--- src/rtl/rle_expand.sv ---
// rle_expand: run-length decoder, token FIFO feeding a byte expander
//   CLK/RST                                : clock, synchronous active-high reset
//   IN_VALID/IN_DATA/IN_COUNT/IN_READY     : {byte, run} token input, count 0 means 8
//   OUT_DATA/OUT_VALID/OUT_READY/OUT_LAST  : expanded byte stream, LAST marks end of run
//   LEVEL/OVERFLOW                         : FIFO occupancy, sticky dropped-token flag
module rle_expand #(
  parameter int ADDR_W = 3
) (
  input  logic              CLK,
  input  logic              RST,
  input  logic              IN_VALID,
  input  logic [7:0]        IN_DATA,
  input  logic [2:0]        IN_COUNT,
  output logic              IN_READY,
  output logic [7:0]        OUT_DATA,
  output logic              OUT_VALID,
  input  logic              OUT_READY,
  output logic              OUT_LAST,
  output logic [ADDR_W:0]   LEVEL,
  output logic              OVERFLOW
);
  localparam int DEPTH = 1 << ADDR_W;
  localparam logic [ADDR_W:0] FULL_LVL = (ADDR_W+1)'(DEPTH);
  localparam logic [0:0] IDLE = 1'b0;
  localparam logic [0:0] EMIT = 1'b1;
  logic [10:0] mem_q [DEPTH];
  logic [ADDR_W-1:0] wr_q, rd_q;
  logic [ADDR_W:0] lvl_q, lvl_d;
  logic [0:0] state_q, state_d;
  logic [7:0] data_q, data_d;
  logic [3:0] rem_q, rem_d;
  logic ovf_q;
  logic push, pop, hs, run_end;
  logic [10:0] head;
  assign IN_READY  = lvl_q != FULL_LVL;
  assign push      = IN_VALID && IN_READY;
  assign hs        = state_q == EMIT && OUT_READY;
  assign run_end   = hs && rem_q == 4'd1;
  assign pop       = lvl_q != '0 && (state_q == IDLE || run_end);
  assign head      = mem_q[rd_q];
  assign OUT_VALID = state_q == EMIT;
  assign OUT_LAST  = state_q == EMIT && rem_q == 4'd1;
  assign OUT_DATA  = data_q;
  assign LEVEL     = lvl_q;
  assign OVERFLOW  = ovf_q;
  // count 0 maps to 8 by prefixing the "is zero" bit onto the 3-bit count
  always_comb begin
    state_d = pop ? EMIT : run_end ? IDLE : state_q;
    data_d  = pop ? head[10:3] : data_q;
    rem_d   = pop ? {head[2:0] == 3'd0, head[2:0]} : hs ? rem_q - 4'd1 : rem_q;
    lvl_d   = lvl_q + {{ADDR_W{1'b0}}, push} - {{ADDR_W{1'b0}}, pop};
  end
  always_ff @(posedge CLK) begin
    if (RST) begin
      wr_q    <= '0;
      rd_q    <= '0;
      lvl_q   <= '0;
      state_q <= IDLE;
      data_q  <= '0;
      rem_q   <= '0;
      ovf_q   <= 1'b0;
    end else begin
      wr_q    <= push ? wr_q + 1'b1 : wr_q;
      rd_q    <= pop ? rd_q + 1'b1 : rd_q;
      lvl_q   <= lvl_d;
      state_q <= state_d;
      data_q  <= data_d;
      rem_q   <= rem_d;
      ovf_q   <= ovf_q | (IN_VALID & ~IN_READY);
    end
  end
  always_ff @(posedge CLK) begin
    if (!RST && push) mem_q[wr_q] <= {IN_DATA, IN_COUNT};
  end
endmodule

--- config.mk ---
export PLATFORM = sky130hd
export DESIGN_NAME = rle_expand
export DESIGN_NICKNAME = d
export VERILOG_FILES = /design/src/rtl/rle_expand.sv
export SDC_FILE = /design/constraint.sdc
export NUM_CORES = 1
export LEC_CHECK = 0
export ABC_AREA = 0
export BUFFER_PORTS_ARGS = -buffer_cell sky130_fd_sc_hd__buf_2
export CORE_ASPECT_RATIO = 1.2
export CORE_MARGIN = 3
export CORE_UTILIZATION = 48
export CTS_CLUSTER_SIZE = 30
export DETAILED_ROUTE_END_ITERATION = 8
export GPL_TIMING_DRIVEN = 0
export PLACE_DENSITY = 0.66
export SETUP_SLACK_MARGIN = 0.1
export SLEW_MARGIN = 20
export SYNTH_ARGS = -nofsm -noshare
export SYNTH_HDL_FRONTEND = slang
export SYNTH_SLANG_ARGS = --single-unit
--- constraint.sdc ---
create_clock -name CLK -period 8.4 [get_ports CLK]
set_input_delay 0.42 -clock CLK [delete_from_list [all_inputs] [get_ports CLK]]
set_output_delay 0.42 -clock CLK [all_outputs]
set_load 0.005 [all_outputs]
# --- Yosys cells after proc, flatten, opt, wreduce, memory -nomap -nowiden ---
# Memory sizes are Yosys's and may differ from the RTL's. A register that Yosys moved wholly into a read port is not among the register bits.
# Index checks and enable logic that the tools add are counted.
op_classes:
  add_sub_neg: 5
  n_mul: 0
  n_div: 0
  n_lt_le_gt_ge: 0
  eq_ne: 2
  n_shift: 0
  n_mux: 8
  bitwise: 4
  n_reduce_logical: 12
op_table:
  columns: ["op", "count"]
  rows:
  - ["$mux W4", 2]
  - ["$add A3 B1 Y3 const B", 2]
  - ["$logic_and A1 B1 Y1", 6]
  - ["$mux W3", 2]
  - ["$add A4 B1 Y4", 1]
  - ["$eq A4 B1 Y1 const B", 1]
  - ["$mux W1", 4]
  - ["$ne A4 B4 Y1 const B", 1]
  - ["$reduce_bool A2 Y1", 2]
  - ["$reduce_bool A4 Y1", 1]
  - ["$sub A4 B1 Y4", 1]
  - ["$sub A4 B1 Y4 const B", 1]
  - ["$logic_not A3 Y1", 1]
  - ["$not A1 Y1", 2]
  - ["$and A1 B1 Y1", 1]
  - ["$logic_not A1 Y1", 1]
  - ["$logic_or A1 B1 Y1", 1]
  - ["$or A1 B1 Y1", 1]
word_totals:
  regBits: 24
  latch_bits: 0
  mem_bits_rw: 88
  rom_bits: 0
  out_inout_bits: 16
  mem_count: 1
mem_list:
  columns: ["memory", "words", "width", "read_ports", "rd_clocked_by_memory_dff", "write_ports", "line", "text"]
  rows:
  - ["mem_q", 8, 11, 1, 1, 1, "26", "logic [10:0] mem_q [DEPTH];"]

# --- Logic depth before layout (Yosys ltp) ---
# Gate-level depths: netlist of run 1.
logic_depth:
  word_depth: 6
  depth_mapped: 11
  mapped_depth_nobuf: 10

# --- Worst setup path after synthesis of run 1 ---
# OpenSTA, ideal clock, no wires.
synth_path:
  path_type: "register -> register"
  from: "register lvl_q[2], in the netlist LEVEL[2]"
  to: "memory mem_q[0][0] (enable)"
  setup_ns: 0.412
  arrival_time_ns: 2.427
  slack_ns: 5.561
  stages_incl_launch_ff: 7
  n_path_buf: 1
  period_less_slack_ns: 2.839
  path_cell_list: "dfxtp_1 inv_1 ha_1 or3b_2 clkbuf_1 nand2_1 nor4b_1"
synth_via:
  elab_chain_cells: 5
synth_rtl:
  columns: ["item", "line", "text"]
  rows:
  - ["start, declared", "28", "logic [ADDR_W:0] lvl_q, lvl_d;"]
  - ["start signal, assigned", "65", "lvl_q <= lvl_d;"]
  - ["$ne A4 B4 Y1", "35", "assign IN_READY = lvl_q != FULL_LVL;"]
  - ["named net IN_READY", "14", "output logic IN_READY,"]
  - ["$logic_and A1 B1 Y1", "36", "assign push = IN_VALID && IN_READY;"]
  - ["$logic_and A1 B1 Y1", "73", "if (!RST && push) mem_q[wr_q] <= {IN_DATA, IN_COUNT};"]
  - ["$mux W1", "73", null]
  - ["$mux W1 (implied by the code)", "73", null]
  - ["end, declared", "26", null]
# The timed path passes the listed nets, and every way through them passes these cells.

# --- Worst setup path in the final report of run 1 ---
layout_path:
  from: "register rem_q[0]"
  to: "register lvl_q[3], in the netlist LEVEL[3]"
layout_via:
  elab_chain_cells: 5
layout_rtl:
  columns: ["item", "line", "text"]
  rows:
  - ["start, declared", "31", "logic [3:0] rem_q, rem_d;"]
  - ["start signal, assigned", "68", "rem_q <= rem_d;"]
  - ["$eq A4 B1 Y1", "38", "assign run_end = hs && rem_q == 4'd1;"]
  - ["$logic_and A1 B1 Y1", "38", null]
  - ["$logic_or A1 B1 Y1", "39", "assign pop = lvl_q != '0 && (state_q == IDLE || run_end);"]
  - ["$logic_and A1 B1 Y1", "39", null]
  - ["$sub A4 B1 Y4", "51", "lvl_d = lvl_q + {{ADDR_W{1'b0}}, push} - {{ADDR_W{1'b0}}, pop};"]
# No other way between the ends.
# A chain may end at the register's enable or synchronous reset.

==> out/metrics.csv, run 1 <==
metric,value,unit
status,"finished, final reports clean",
Most Frequent Cell on Critical Path,ha_1,
unrepaired setup endpoints after global routing,false,
# Post-CTS Setup Buffers,0,
Initial DRC Count,135,
"Remaining Overflow, GRT",0,
leak pwr,1.95,nW
Max IR drop VDD,0.000195,V
layout cells sized above 1,29.6,%
Power Density,344,nW/µm²
site row count,38,
Die W,95.0,µm
total track usage,19.0,%
Via density,5.36,
core area,9180,µm²
first-pass GRT wire length,14.5,mm
drt first pass iters,4,
Fin. Hold Viols,0,
TritonCTS buffer count,17,
period utilisation layout,32.2,%
CTS tree,done,
CTS sink cnt,115,
H-tree levels,4,
worst clock skew,0.00679,ns
Gate Count Post-Synth,276,
Chip Height,113,µm
final WL,8.89,mm
Worst EP arrival,3.10,ns
gpl congestion,0.768,
Post-CTS Hold Fix Bufs,0,
top-level I/O count,31,
antenna cells,0,
"Cell Area, Placed",4950,µm²
Post-synth EDFFs,88,
CP required,8.79,ns
WL/cell,19.1,µm
Max Cap Viol,0,
syn_area_per_cell,16.5,µm²
final instance area,5600,µm²
R2R setup slack,5.69,ns
Async SR Flop Fraction,0,%
port bufs,30,
final core utilization,61.0,%
clk buf depth,2,
Max stage delay on crit path,0.44,ns
area delta synth->final,22.7,%
CP Capture Type,flop,
CP max-delay cell,clkbuf_1,
Worst-Margin Slew,0.861,ns
DRC violations left,0,
Post-CTS Resized,0,
ys flop type,edfxtp_1,
"Max FO, Critical Path",10,
antenna violations before repair,0,
largest net degree at the start of global routing,17,
Synth cell types,36,
final setup vio count,0,
crit start category,flop,
worst min path class,primary input to flop,
fmax,369,MHz
Via Count,2494,
die area,10700,µm²
"Worst Path Class, Setup",flop to flop,
synthesized flop and latch total,115,
vias in the first global route,2617,
clock slew at reported path FFs,0.06,ns
fin nets,357,
"Warnings, synthesis",0,
setup TNS,0,ns
Starting Density,49.7,%
Final Max Tran Viols,0,
hold_ws,0.173,ns
syn nets,301,
min Tclk post-route,2.71,ns
crit-path cells,"ha_1, nand4bb_1, a21oi_2, clkbuf_1, nand2_1, ha_1, a21o_1, a21oi_1, xnor2_1, nor2_1",
Max transition margin,42.6,%
clk root buf,clkbuf_8,
Post-DP HPWL,5.83,mm
Synth Cell Area,4560,µm²
remaining antenna violation count,0,
insertion delay to the later sink of the worst-skew pair,0.51,ns
register area share after synthesis,69.7,%
-- cell usage in the layout (no fill, tap or decap), drive strengths merged, types with 4 or more instances in the layout --
| cell | synthesis | routed |
|---|---|---|
| edfxtp | 88 | 88 |
| nor3 | 4 | 4 |
| clkinv | 0 | 5 |
| inv | 6 | 7 |
| nand3 | 5 | 5 |
| a21oi | 9 | 9 |
| dfxtp | 27 | 27 |
| clkbuf | 5 | 23 |
| xnor2 | 6 | 6 |
| mux4 | 20 | 20 |
| mux2i | 14 | 14 |
| bufinv | 0 | 6 |
| a211oi | 10 | 10 |
| nor2 | 24 | 24 |
| nand2 | 12 | 12 |
| buf | 9 | 46 |
| ha | 9 | 9 |
-- cells in the mapped netlist, types with 5 or more instances --
master / instances / area [µm²]
edfxtp_1: 88 / 2640
dfxtp_1: 27 / 541
nor2_1: 24 / 90.1
mux4_2: 20 / 450
mux2i_1: 14 / 140
nand2_1: 12 / 45.0
a211oi_1: 10 / 75.1
ha_1: 9 / 113
a21oi_1: 8 / 40.0
inv_1: 6 / 22.5
xnor2_1: 6 / 52.6
clkbuf_1: 5 / 18.8
nand3_1: 5 / 25.0
-- power by group --
part / leakage (nW) / internal, mW / switching (mW)
registers: 1.02 / 0.675 / 0.0382
logic: 0.627 / 0.205 / 0.227
clock network: 0.310 / 0.540 / 0.245
total: 1.95 / 1.42 / 0.510
-- registers in the layout, summed over array words and instances, names as in the netlist, named ones only --
name and flops:
rd_q 3, wr_q 3, LEVEL 4, OUT_VALID 1, OVERFLOW 1, rem_q 4
OUT_DATA 8, mem_q 88
-- worst max-delay path, delay by kind of cell (launching register included) --
family,cells,cell delay (ns)
compound gates,3,0.68
xor+xnor,1,0.13
fa+ha+maj,2,0.51
buf+inv,1,0.44
flops,1,0.39
simple gates,3,0.42
-- metrics by stage --
stage	setup WS, ns	std cells	total power [mW]
after global placement	4.43	426	1.15
after CTS	5.64	465	1.95
after floorplan	5.56	276	1.03
final	5.69	465	1.93
after detailed placement	5.66	433	1.16
after global routing	5.34	465	2.04
-- routing by layer --
layer	global-route usage [%]	part of all wire [%]
met1	23.9	43
met2	30.4	51
met3	5.39	4.1
met4	9.05	1.8
met5	0	0
-- cell families after synthesis --
| kind of cell | after synthesis | share of synthesized area, % |
|---|---|---|
| DFF | 115 | 69.7 |
| and+or+nand+nor | 59 | 6.33 |
| muxes | 35 | 13.2 |
| AOI/OAI and AO/OA | 28 | 4.22 |
| buffers and inverters | 20 | 1.89 |
| adders and majority gates | 10 | 2.91 |
| xor gates and xnor gates | 9 | 1.73 |
-- worst paths after layout --
kind / from / to / cells past startpoint
worst min register to register: OVERFLOW / OVERFLOW / 2
worst min-delay path: IN_DATA[2] / mem_q[6][5] / 1
worst max register to register: rem_q[0] / LEVEL[3] / 10
worst max-delay path: rem_q[0] / LEVEL[3] / 10
-- layout make-up --
type	instances	area (µm²)
Timing Repair Buffer	37	200
Tap cell	120	150
Clock inverter	14	234
Fill cell	675	3570
Sequential cell	115	3180
Clock buffer	18	418
Multi-Input combinational cell	141	1330
Buffer	14	63.8
Inverter	6	22.5
(Power assumes the default switching activity.)
==> run 2, diff against run 1 <==
- ABC_AREA: 0 -> 1
- clock period: 8.4 -> 2.8 ns (I/O delays scaled with it)
==> run 2 against run 1 <==
  * Register-to-register slack worse by 5.2 ns
  * Clock-buffer cell count up 4
  * Power rose to 3.1 times the previous value
  * Final cell count up 34%
  * Clock skew up 0.0030 ns
  * Synthesized cell count up 54%
  * Sequential cell count unchanged
  * Global-route usage up 2.1 points
  * Sequential power rose to 3.0 times the previous value
  * Non-clock buffer count up 17
==> out/metrics.csv, run 2 <==
metric,value,unit,change
status,"finished, final reports clean",,
"Warnings, synthesis",0,,unchanged
first-pass GRT wire length,16.7,mm,+15%
Die W,96.4,µm,+1.5%
Gate Count Post-Synth,425,,+54%
Synth top cells by count,"edfxtp_1 (88), nor2_1 (64), nand2_1 (56)",,
Worst-Margin Slew,0.828,ns,-0.0321 ns
layout cells sized above 1,17.4,%,-12 points
gpl congestion,0.786,,+2.3%
area delta synth->final,22.6,%,about the same
"Max FO, Critical Path",7,,-3
die area,11000,µm²,+3.0%
Max IR drop VDD,0.000663,V,+240%
total track usage,21.1,%,+2.1 points
Synth Cell Area,4710,µm²,+3.2%
"Worst Path Class, Setup",flop to flop,,
WL/cell,17.4,µm,-9.0%
Async SR Flop Fraction,0,%,unchanged
Power Density,1030,nW/µm²,+200%
Fill cells,747,,+11%
Area contributors post-synth,"edfxtp_1 (56%), dfxtp_1 (11%), nor2_1 (5.1%), nand2_1 (4.5%), o21ai_0 (4.5%)",,
Via Count,3345,,+34%
most frequent cells in the layout,"edfxtp_1 (88), nor2_1 (60), nand2_1 (56)",,
ys flop type,edfxtp_1,,
CP Capture Type,flop,,
leak pwr,2.21,nW,+13%
period utilisation layout,84.2,%,+52 points
register name with the most flops,mem_q,,
port bufs,30,,unchanged
Post-CTS Hold Fix Bufs,14,,+14
Worst Setup EP,mem_q[4][1],,
cell taking the most area after synthesis,edfxtp_1,,
unrepaired setup endpoints after global routing,false,,
Setup WS post-layout,0.442,ns,-5.25 ns
"commonest non-fill, non-tap cell in the layout",edfxtp_1,,
Seq. cell area,3180,µm²,unchanged
CP required,3.02,ns,-5.77 ns
Post-DP HPWL,6.70,mm,+15%
worst r2r dst,mem_q[4][1],,
vias in the first global route,3318,,+27%
antenna cells,0,,unchanged
register area share after synthesis,67.6,%,-2.1 points
clk root buf,clkbuf_8,,
drt first pass iters,5,,+1
r2r startpoint,LEVEL[2],,
CTS tree,done,,
fmax,424,MHz,+15%
top-level I/O count,31,,unchanged
Post-CTS Resized,0,,unchanged
clock slew at reported path FFs,0.06,ns,about the same
Via density,5.35,,-0.21%
H-tree levels,4,,unchanged
Chip Height,114,µm,+1.5%
Fin. Hold Viols,0,,unchanged
max reg flops,88,,unchanged
TritonCTS buffer count,17,,unchanged
crit start category,flop,,
dpl ws,0.431,ns,-5.22 ns
final setup vio count,0,,unchanged
R2R setup slack,0.44,ns,-5.25 ns
most frequent cell after synthesis,edfxtp_1,,
site row count,38,,unchanged
worst clock skew,0.00975,ns,+0.00296 ns
Worst EP arrival,2.58,ns,-0.52 ns
final core utilization,61.9,%,+0.91 points
Starting Density,50.5,%,+0.78 points
largest net degree at the start of global routing,17,,unchanged
syn nets,450,,+50%
Multi-input gate area,1300,µm²,-2.4%
# Post-CTS Setup Buffers,0,,unchanged
syn_area_per_cell,11.1,µm²,-33%
clk buf depth,2,,unchanged
final WL,10.9,mm,+22%
DRC violations left,0,,unchanged
Worst R2R Path Depth,8,,-2
Synth cell types,24,,-33%
synthesized flop and latch total,115,,unchanged
min Tclk post-route,2.36,ns,-0.350 ns
antenna violations before repair,0,,unchanged
worst min path class,primary input to flop,,
Final Max Tran Viols,0,,unchanged
remaining antenna violation count,0,,unchanged
insertion delay to the later sink of the worst-skew pair,0.52,ns,about the same
core area,9320,µm²,+1.6%
fin nets,517,,+45%
Max transition margin,44.7,%,+2.1 points
Post-synth EDFFs,88,,unchanged
CTS sink cnt,115,,unchanged
"Remaining Overflow, GRT",0,,unchanged
launch point of the critical path,LEVEL[2],,
top-area cell type share of the netlist area,56.1,%,-1.8 points
Initial DRC Count,243,,+80%
Max Cap Viol,0,,unchanged
[run 2: cell types whose count changed after synthesis, moves of 4 or more]
cell / previous run / this run
buf_4: 2 / 7
a21oi_1: 8 / 22
nand2_1: 12 / 56
nor2_1: 24 / 64
o211ai_1: 0 / 16
a211oi_1: 10 / 0
xnor2_1: 6 / 1
o21ai_0: 1 / 42
inv_1: 6 / 33
mux2i_1: 14 / 0
buf_1: 4 / 0
mux4_2: 20 / 0
nand3_1: 5 / 32
[run 2: power breakdown]
part / leakage (nW) / total [mW] / internal [mW] / switching (mW)
clock: 0.261 / 2.00 / 1.28 / 0.718
sequential: 1.02 / 2.13 / 2.03 / 0.101
combinational: 0.931 / 1.79 / 0.639 / 1.15
[run 2: cell families after synthesis]
group | Yosys count | synth area share [%]
compound gates | 82 | 9.57
xor+xnor | 4 | 0.744
fa+ha+maj | 10 | 2.82
buf+inv | 55 | 5.47
flops | 115 | 67.6
simple gates | 159 | 13.8
[run 2: per-stage QoR]
stage | instance area (µm²) | std cells | hold slack, ns | power (mW) | setup TNS (ns)
6_report | 5770 | 625 | 0.393 | 5.92 | 0
3_5_place_dp | 5080 | 579 | 0.397 | 3.92 | 0
5_1_grt | 5770 | 625 | 0.439 | 6.23 | 0
2_1_floorplan | 4710 | 425 | 0.209 | 3.34 | 0
4_1_cts | 5770 | 625 | 0.400 | 5.92 | 0
3_3_place_gp | 5010 | 575 | 0.392 | 3.85 | -13.31
[run 2: area by class of cell]
cell class / count / share of cell area, %
plain buffers: 20 / 2.15
clock buffers: 22 / 7.67
clock inverters: 10 / 1.91
inverters: 35 / 2.32
multi-input cells: 255 / 22.5
flip-flops and latches: 115 / 55.1
well taps: 120 / 2.60
repair buffers: 48 / 5.74
[run 2: worst min path at each step]
stage | to | from | slack (ns) | cells after the start
finish | OUT_DATA[7] | RST | 0.39 | 3
global route | OVERFLOW | RST | 0.44 | 3
CTS | OUT_DATA[7] | RST | 0.40 | 3
detailed placement | OUT_DATA[7] | RST | 0.40 | 2
global placement | OUT_DATA[7] | RST | 0.39 | 2
floorplan | OUT_DATA[7] | RST | 0.21 | 1
[run 2: critical path: stages (launching register included)]
cell     delay (ns)
dfxtp_1        0.32
inv_1          0.07
ha_1           0.21
nand3_1        0.10
nand2_1        0.16
nor2_1         0.18
inv_1          0.14
nor3_2         0.58
buf_4          0.28
[run 2: metal layers]
layer	routed length (µm)	GRT usage (%)	part of all wire (%)
met5	0	0	0
met4	188	7.95	1.7
met3	739	5.85	6.8
met2	5250	34.7	48
met1	4710	26.3	43
==> run 3, diff against run 2 <==
- PLACE_DENSITY: 0.66 -> 0.68
- clock period: 2.8 -> 2 ns (I/O delays scaled with it)
==> run 3 against run 2 <==
  * Clock skew fell by 0.00050 ns
  * Routed wire length rose by 3.4%
  * Maximum frequency rose by 28%
  * Clock power rose by 34%
  * Sequential cell count did not move
  * Critical path depth rose by 3
  * Worst setup slack got worse by 0.29 ns
  * Combinational power rose by 65%
  * Critical path type unchanged
  * Critical endpoint is now LEVEL[1]
==> out/metrics.csv, run 3 (synthesis gave the netlist of run 2 again) <==
metric,value,unit,change
Via density,5.37,,+0.42%
Die W,96.4,µm,unchanged
"Max FO, Critical Path",5,,-2
die area,11000,µm²,unchanged
first-pass GRT wire length,17.7,mm,+5.8%
clk buf depth,2,,unchanged
worst min path class,primary input to flop,,
"Remaining Overflow, GRT",0,,unchanged
port bufs,30,,unchanged
"Cell Area, Placed",5080,µm²,unchanged
final setup vio count,0,,unchanged
layout cells sized above 1,24.8,%,+7.4 points
area delta synth->final,30.1,%,
Fin. Hold Viols,0,,unchanged
core area,9320,µm²,unchanged
unrepaired setup endpoints after global routing,false,,
"commonest non-fill, non-tap cell in the layout",edfxtp_1,,
gpl congestion,0.768,,-2.2%
Worst EP arrival,2.29,ns,-0.29 ns
setup TNS,0,ns,unchanged
final WL,11.3,mm,+3.4%
most frequent cells in the layout,"edfxtp_1 (88), nor2_1 (59), nand2_1 (51)",,
min Tclk post-route,1.85,ns,-0.510 ns
antenna violations before repair,0,,unchanged
Via Count,3461,,+3.5%
remaining antenna violation count,0,,unchanged
r2r startpoint,LEVEL[2],,
top-level I/O count,31,,unchanged
DRC violations left,0,,unchanged
TritonCTS buffer count,17,,unchanged
CTS tree,done,,
register name with the most flops,mem_q,,
CP Capture Type,flop,,
antenna cells,0,,unchanged
final instance area,6130,µm²,+6.1%
WL/cell,17.5,µm,+0.35%
insertion delay to the later sink of the worst-skew pair,0.51,ns,about the same
fmax,541,MHz,+28%
Worst-Margin Slew,0.685,ns,-0.143 ns
site row count,38,,unchanged
vias in the first global route,3415,,+2.9%
largest net degree at the start of global routing,17,,unchanged
Initial DRC Count,250,,+2.9%
Max transition margin,54.3,%,+9.6 points
clk root buf,clkbuf_8,,
Post-DP HPWL,6.57,mm,-2.0%
fin nets,536,,+3.7%
clock slew at reported path FFs,0.06,ns,about the same
hold_ws,0.0596,ns,-0.334 ns
leak pwr,2.34,nW,+6.0%
Final Max Tran Viols,0,,unchanged
Max IR drop VDD,0.000736,V,+11%
launch point of the critical path,LEVEL[2],,
Max Cap Viol,0,,unchanged
max reg flops,88,,unchanged
CTS sink cnt,115,,unchanged
period utilisation layout,92.4,%,+8.2 points
crit start category,flop,,
worst clock skew,0.00925,ns,-0.000503 ns
total track usage,22.2,%,+1.1 points
drt first pass iters,5,,unchanged
Power Density,1410,nW/µm²,+38%
dpl ws,-0.235,ns,-0.666 ns
status,"finished, final reports clean",,
Chip Height,114,µm,unchanged
worst hold path startpoint,OUT_READY,,
CP required,2.44,ns,-0.58 ns
"Worst Path Class, Setup",flop to flop,,
Starting Density,50.5,%,unchanged
Setup WS post-layout,0.152,ns,-0.290 ns
H-tree levels,4,,unchanged
[run 3: cell count changes in the layout (fill, tap and decap cells not counted), sizes merged]
cell      delta
bufinv       -1
clkbuf       -3
buf         +19
inv          +1
clkinv       +2
clkinvlp     +1
[run 3: layout make-up]
cell class / instances / area [µm²]
Inverter: 35 / 139
Timing Repair Buffer: 68 / 532
Fill cell: 689 / 3190
Buffer: 19 / 126
Clock buffer: 19 / 422
Multi-Input combinational cell: 255 / 1460
Clock inverter: 13 / 113
Tap cell: 120 / 150
Sequential cell: 115 / 3190
[run 3: report_power, final]
part,switching (mW),leakage (nW),total [mW],internal (mW)
logic,1.78,1.08,2.95,1.18
clock network,1.04,0.248,2.68,1.64
registers,0.177,1.02,3.03,2.85
total,3.00,2.34,8.66,5.66
[run 3: what timing repair did]
| action | 4_1_cts | 5_1_grt |
|---|---|---|
| gates resized for setup | 30 | 17 |
| setup buffers | 17 | 3 |
| hold buffers | 14 | 0 |
| endpoints found under the setup margin | 91 | 91 |
| hold endpoints to repair | 94 | 0 |
| pin swaps | 13 | 8 |
[run 3: per-stage QoR]
stage / power [mW] / util, % / std cells
floorplan: 4.67 / - / 425
global placement: 5.38 / 53.9 / 575
detailed placement: 5.48 / 54.5 / 579
CTS: 8.50 / 64.8 / 642
global route: 9.17 / 65.7 / 644
finish: 8.66 / 65.7 / 644
[run 3: path summary, 6_finish.rpt]
path / endpoint / slack [ns] / cells past startpoint
setup / recovery: LEVEL[1] / 0.15 / 11
hold / removal: rem_q[2] / 0.06 / 4
setup reg to reg: LEVEL[1] / 0.15 / 11
hold reg to reg: OVERFLOW / 0.47 / 2
[run 3: worst max-delay path: stages (launching register included)]
cell     delay [ns]
dfxtp_2        0.35
inv_4          0.05
ha_4           0.16
nand3_2        0.09
nand2_4        0.07
buf_4          0.14
nand2_4        0.06
nand2_4        0.06
ha_4           0.16
fa_2           0.52
inv_1          0.04
nor2_1         0.08
[run 3: layer usage]
metal | part of all wire [%] | vias up | routed length, µm | global-route usage (%)
li1 | - | 1647 | - | -
met1 | 40 | 1680 | 4480 | 26.2
met2 | 52 | 113 | 5810 | 37.6
met3 | 6.6 | 21 | 747 | 5.72
met4 | 1.9 | 0 | 215 | 10.0
met5 | 0 | - | 0 | 0
